## src/rtl/seed_round_ctrl.sv

```systemverilog
// SEED-128 sequencer: load, KeyGenerator wait, NUM_ROUNDS rounds, final swap, then o_Valid held until i_Ack.
// o_Valid rises NUM_ROUNDS+KG_LATENCY+2 edges after fStart is sampled; every output is a flop with no input-to-output path.
module seed_round_ctrl #(
  parameter int NUM_ROUNDS = 16,
  parameter int KG_LATENCY = 1
) (
  input  logic       Clk,
  input  logic       Rst,
  input  logic       fStart,
  input  logic       fAbort,
  input  logic       i_Ack,
  output logic       fLoad,
  output logic       fKeyStart,
  output logic [3:0] o_Round,
  output logic       fRoundEn,
  output logic       fFinal,
  output logic       o_Valid,
  output logic       fBusy
);

  typedef enum logic [2:0] {
    IDLE  = 3'd0,
    LOAD  = 3'd1,
    WAIT  = 3'd2,
    ROUND = 3'd3,
    FINAL = 3'd4,
    DONE  = 3'd5
  } state_t;

  localparam logic [3:0] LAST_ROUND = 4'(NUM_ROUNDS - 1);
  localparam logic [2:0] WAIT_INIT  = (KG_LATENCY > 0) ? 3'(KG_LATENCY - 1) : 3'd0;

  state_t     state;
  logic [2:0] wait_cnt;

  // Outputs are registered alongside the transition so they always match the state being entered.
  always_ff @(posedge Clk or negedge Rst) begin
    if (!Rst) begin
      state     <= IDLE;
      wait_cnt  <= 3'd0;
      o_Round   <= 4'd0;
      fLoad     <= 1'b0;
      fKeyStart <= 1'b0;
      fRoundEn  <= 1'b0;
      fFinal    <= 1'b0;
      o_Valid   <= 1'b0;
      fBusy     <= 1'b0;
    end else begin
      fLoad     <= 1'b0;
      fKeyStart <= 1'b0;
      fRoundEn  <= 1'b0;
      fFinal    <= 1'b0;
      o_Valid   <= 1'b0;
      fBusy     <= 1'b0;
      if (fAbort) begin
        state    <= IDLE;
        wait_cnt <= 3'd0;
        o_Round  <= 4'd0;
      end else begin
        case (state)
          IDLE: begin
            o_Round <= 4'd0;
            if (fStart) begin
              state     <= LOAD;
              wait_cnt  <= WAIT_INIT;
              fLoad     <= 1'b1;
              fKeyStart <= 1'b1;
              fBusy     <= 1'b1;
            end
          end
          LOAD: begin
            fBusy <= 1'b1;
            if (KG_LATENCY > 0) begin
              state <= WAIT;
            end else begin
              state    <= ROUND;
              fRoundEn <= 1'b1;
            end
          end
          WAIT: begin
            fBusy <= 1'b1;
            if (wait_cnt == 3'd0) begin
              state    <= ROUND;
              fRoundEn <= 1'b1;
            end else begin
              wait_cnt <= wait_cnt - 3'd1;
            end
          end
          ROUND: begin
            fBusy <= 1'b1;
            if (o_Round == LAST_ROUND) begin
              state  <= FINAL;
              fFinal <= 1'b1;
            end else begin
              o_Round  <= o_Round + 4'd1;
              fRoundEn <= 1'b1;
            end
          end
          FINAL: begin
            state   <= DONE;
            o_Valid <= 1'b1;
          end
          DONE: begin
            if (i_Ack && fStart) begin
              state     <= LOAD;
              o_Round   <= 4'd0;
              wait_cnt  <= WAIT_INIT;
              fLoad     <= 1'b1;
              fKeyStart <= 1'b1;
              fBusy     <= 1'b1;
            end else if (i_Ack) begin
              state   <= IDLE;
              o_Round <= 4'd0;
            end else begin
              o_Valid <= 1'b1;
            end
          end
          default: begin
            state    <= IDLE;
            wait_cnt <= 3'd0;
            o_Round  <= 4'd0;
          end
        endcase
      end
    end
  end

endmodule

```

## config.mk

```make
export PLATFORM = sky130hd
export DESIGN_NAME = seed_round_ctrl
export DESIGN_NICKNAME = d
export VERILOG_FILES = /design/src/rtl/seed_round_ctrl.sv
export SDC_FILE = /design/constraint.sdc
export NUM_CORES = 1
export LEC_CHECK = 0
export BUFFER_PORTS_ARGS = -buffer_cell sky130_fd_sc_hd__buf_2
export CAP_MARGIN = 20
export CORE_MARGIN = 5
export CORE_UTILIZATION = 48
export CTS_CLUSTER_DIAMETER = 200
export CTS_CLUSTER_SIZE = 14
export DETAILED_ROUTE_END_ITERATION = 16
export PLACE_DENSITY = 0.81
export RECOVER_POWER = 25
export SETUP_SLACK_MARGIN = 0.15
export SLEW_MARGIN = 10
export SYNTH_ARGS = -nofsm -noshare
export SYNTH_HDL_FRONTEND = slang
export SYNTH_SLANG_ARGS = --single-unit
```

## constraint.sdc

```tcl
create_clock -name Clk -period 1.75 [get_ports Clk]
set_input_delay 0.35 -clock Clk [delete_from_list [all_inputs] [get_ports Clk]]
set_output_delay 0.35 -clock Clk [all_outputs]
set_load 0.02 [all_outputs]
```

==> impl_results.md <==
- Clock transition at path regs: 90 ps
- Synth top area share: 44.1%
- Reg2Reg Depth: 4
- Flop2flop setup slack: 230 ps
- Total number of cells along the worst setup path: 4
- Netlist cell types: 36
- Largest net degree at the start of global routing: 16
- Fmax: 657 MHz
- DP Area: 925 um2
- Core Rows: 15
- Final setup fails: 0
- Ports: 15
- Synth top area cells: dfrtp_1, ha_1, nand3_1
- Fill cells: 155
- CP Launch Point: state[0]$_DFFE_PN0P_
- Commonest cells post-synth: dfrtp_1, nand2_1, inv_1
- Post-route DRC: 0
- VDD IR max: 0.395 mV
- Sequential cell area fraction in the yosys report: 44.1%
- Nets: 112
- WL/cell: 13.2 um
- Synth Warn #: 0
- Worst-Margin Slew: 778 ps
- Clk_lat worst skew: 290 ps
- Initial antenna violation count: 0
- Die Y-Extent: 52.1 um
- Slew margin rel.: 48.1%
- Primary FF master, synth: dfrtp_1
- Gr usage total: 14.5%
- Async SR Flop Fraction: 100%
- Total power: 856 uW
- Design area: 961 um2
- Inserted Clock Buffers: 3
- Global-route wire length before repair: 2.84 mm
- Worst Path Max Fanout: 14
- Mapped Cells: 88
- CP top delay family: simple AND/OR/NAND/NOR gates
- Core Region: 1710 um2
- Reg2reg end: o_Round[1]$_DFFE_PN0P_
- Via count: 705
- GRT overflow: 0
- Final Max Slew Viols: 0
- CTS tree: built
- Placer Congestion: 0.840
- CP Launch Type: flop
- PortBufs: 14
- CP Class: reg -> reg
- Starting density of the core: 49.9%
- CP peak stage delay: 540 ps
- Status: completed
- Clock Path Buffers: 2
- Top cell type by total area after synthesis: dfrtp_1
- DIE AREA: 2720 um2
- Final WS setup: 227 ps
- CP Data Required Time: 1930 ps
- Pre-CTS worst setup slack: 250 ps
- CP cell instances: or3_1 > nand4b_2 > nand2_1 > a32o_1
- Post-synthesis register bit count: 15
- Post-synth EDFFs: 0
- DRT Pass-1 Iters: 4
- CP endpoint kind: flop
- Antenna Nets Post-Route: 0
- Setup TNS Final: 0 ps
- Power per cell area: 891 nW/um2
- Initial detailed-routing violation count: 14
- Period minus WS final: 1520 ps
- Setup Skew: 4.61 ps
- Share of layout cells above drive strength 1: 23.3%
- WP buf/inv: 0
- Vias per Instance: 5.51
- DP HPWL: 1.25 mm
- Sink Count: 15
- Unrepaired setup endpoints after global routing: no
- Final hold violations: 0
- Avg Synthesized Cell Area: 9.68 um2
- Final Cycle Share: 87.0%
- Worst hold path class: in -> reg
- CP endpoint: o_Round[1]$_DFFE_PN0P_
- P_leak: 0.000457 uW
- Vias in the first global route: 646
- Most common cell in the netlist: dfrtp_1
- WHS: 382 ps
- Area of the mapped netlist: 852 um2
- Reg2reg start: state[0]$_DFFE_PN0P_
- Max-capacitance violation count: 0
- Syn_nets: 96
- H-tree Lvls: 1
- Clock Tree Root: clkbuf_4
- Slowest-stage cell, CP: dfrtp_1
- Die W: 52.1 um
- Layout area overhead: 12.8%
- Ant. Diodes: 0
- Final WL: 1.69 mm
- CP Data Arrival Time: 1710 ps
## cell families after synthesis
logic type | Yosys count | synth area share, %
fa+ha+maj | 3 | 4.41
buf+inv | 12 | 7.34
simple gates | 34 | 24.2
compound gates | 24 | 20.0
flops | 15 | 44.1
## per-stage QoR
step / cells / util, %
3_3_place_gp: 123 / 54.1
2_1_floorplan: 88 / -
5_1_grt: 128 / 56.3
3_5_place_dp: 123 / 54.1
4_1_cts: 128 / 56.3
6_report: 128 / 56.3
## how the worst min path moves through the flow
stage | slack, ps | depth (start not counted) | startpoint | end
5_1_grt | 390 | 2 | fAbort | o_Valid$_DFF_PN0_
3_5_place_dp | 270 | 1 | Rst | fKeyStart$_DFF_PN0_
2_1_floorplan | 50 | 0 | Rst | fBusy$_DFF_PN0_
6_report | 380 | 2 | fAbort | state[2]$_DFFE_PN0P_
4_1_cts | 380 | 2 | fAbort | state[2]$_DFFE_PN0P_
3_3_place_gp | 270 | 1 | Rst | fBusy$_DFF_PN0_
## sequential cells by signal (all words and copies together) (netlist names)
signal / count
fBusy: 1
fFinal: 1
fKeyStart: 1
fRoundEn: 1
o_Round: 4
o_Valid: 1
state: 3
wait_cnt: 3
## timing repair
item,CTS,global route
hold endpoints to repair,15,0
hold buffers,1,0
gates resized for setup,0,0
buffers inserted,0,0
## worst register-to-register path: stages (launching register included)
cell and delay [ps]:
dfrtp_1 540, or3_1 430, nand4b_2 150, nand2_1 80, a32o_1 210
## final cells by class
cell class                 instances  area (um2)  area share [%]
clock buffer                       3        22.5            2.34
clock inverter                     1        5.00           0.521
inverter                           7        26.3            2.73
multi-input combinational         61         414            43.1
sequential                        15         375            39.1
tap                               25        31.3            3.26
timing repair buffer              16        86.3            8.98
## routing by layer
| metal | global-route usage [%] | wire length (um) | share of wire [%] |
|---|---|---|---|
| met1 | 17.9 | 754 | 45 |
| met2 | 23.8 | 820 | 49 |
| met3 | 2.58 | 71 | 4.2 |
| met4 | 7.66 | 42 | 2.5 |
| met5 | 0 | 0 | 0 |
## report_power, final
group / switching, uW / internal (uW)
logic: 132 / 91.7
registers: 51.0 / 379
clock network: 118 / 85.1
## placed cells by master, fill, tap and decap left out, types with 2 or more instances in the layout
| master | Yosys | final |
|---|---|---|
| dfrtp_1 | 15 | 15 |
| buf_2 | 2 | 13 |
| nand2_1 | 8 | 8 |
| inv_1 | 7 | 7 |
| nor2_1 | 6 | 6 |
| nand3_1 | 6 | 6 |
| a21oi_1 | 5 | 5 |
| o21ai_1 | 4 | 4 |
| nand2b_1 | 3 | 3 |
| ha_1 | 3 | 3 |
| clkbuf_4 | 1 | 3 |
| o21ai_0 | 2 | 2 |
| a31oi_1 | 2 | 2 |
| o2bb2ai_1 | 2 | 2 |
Power figures use the tool's default switching activity.
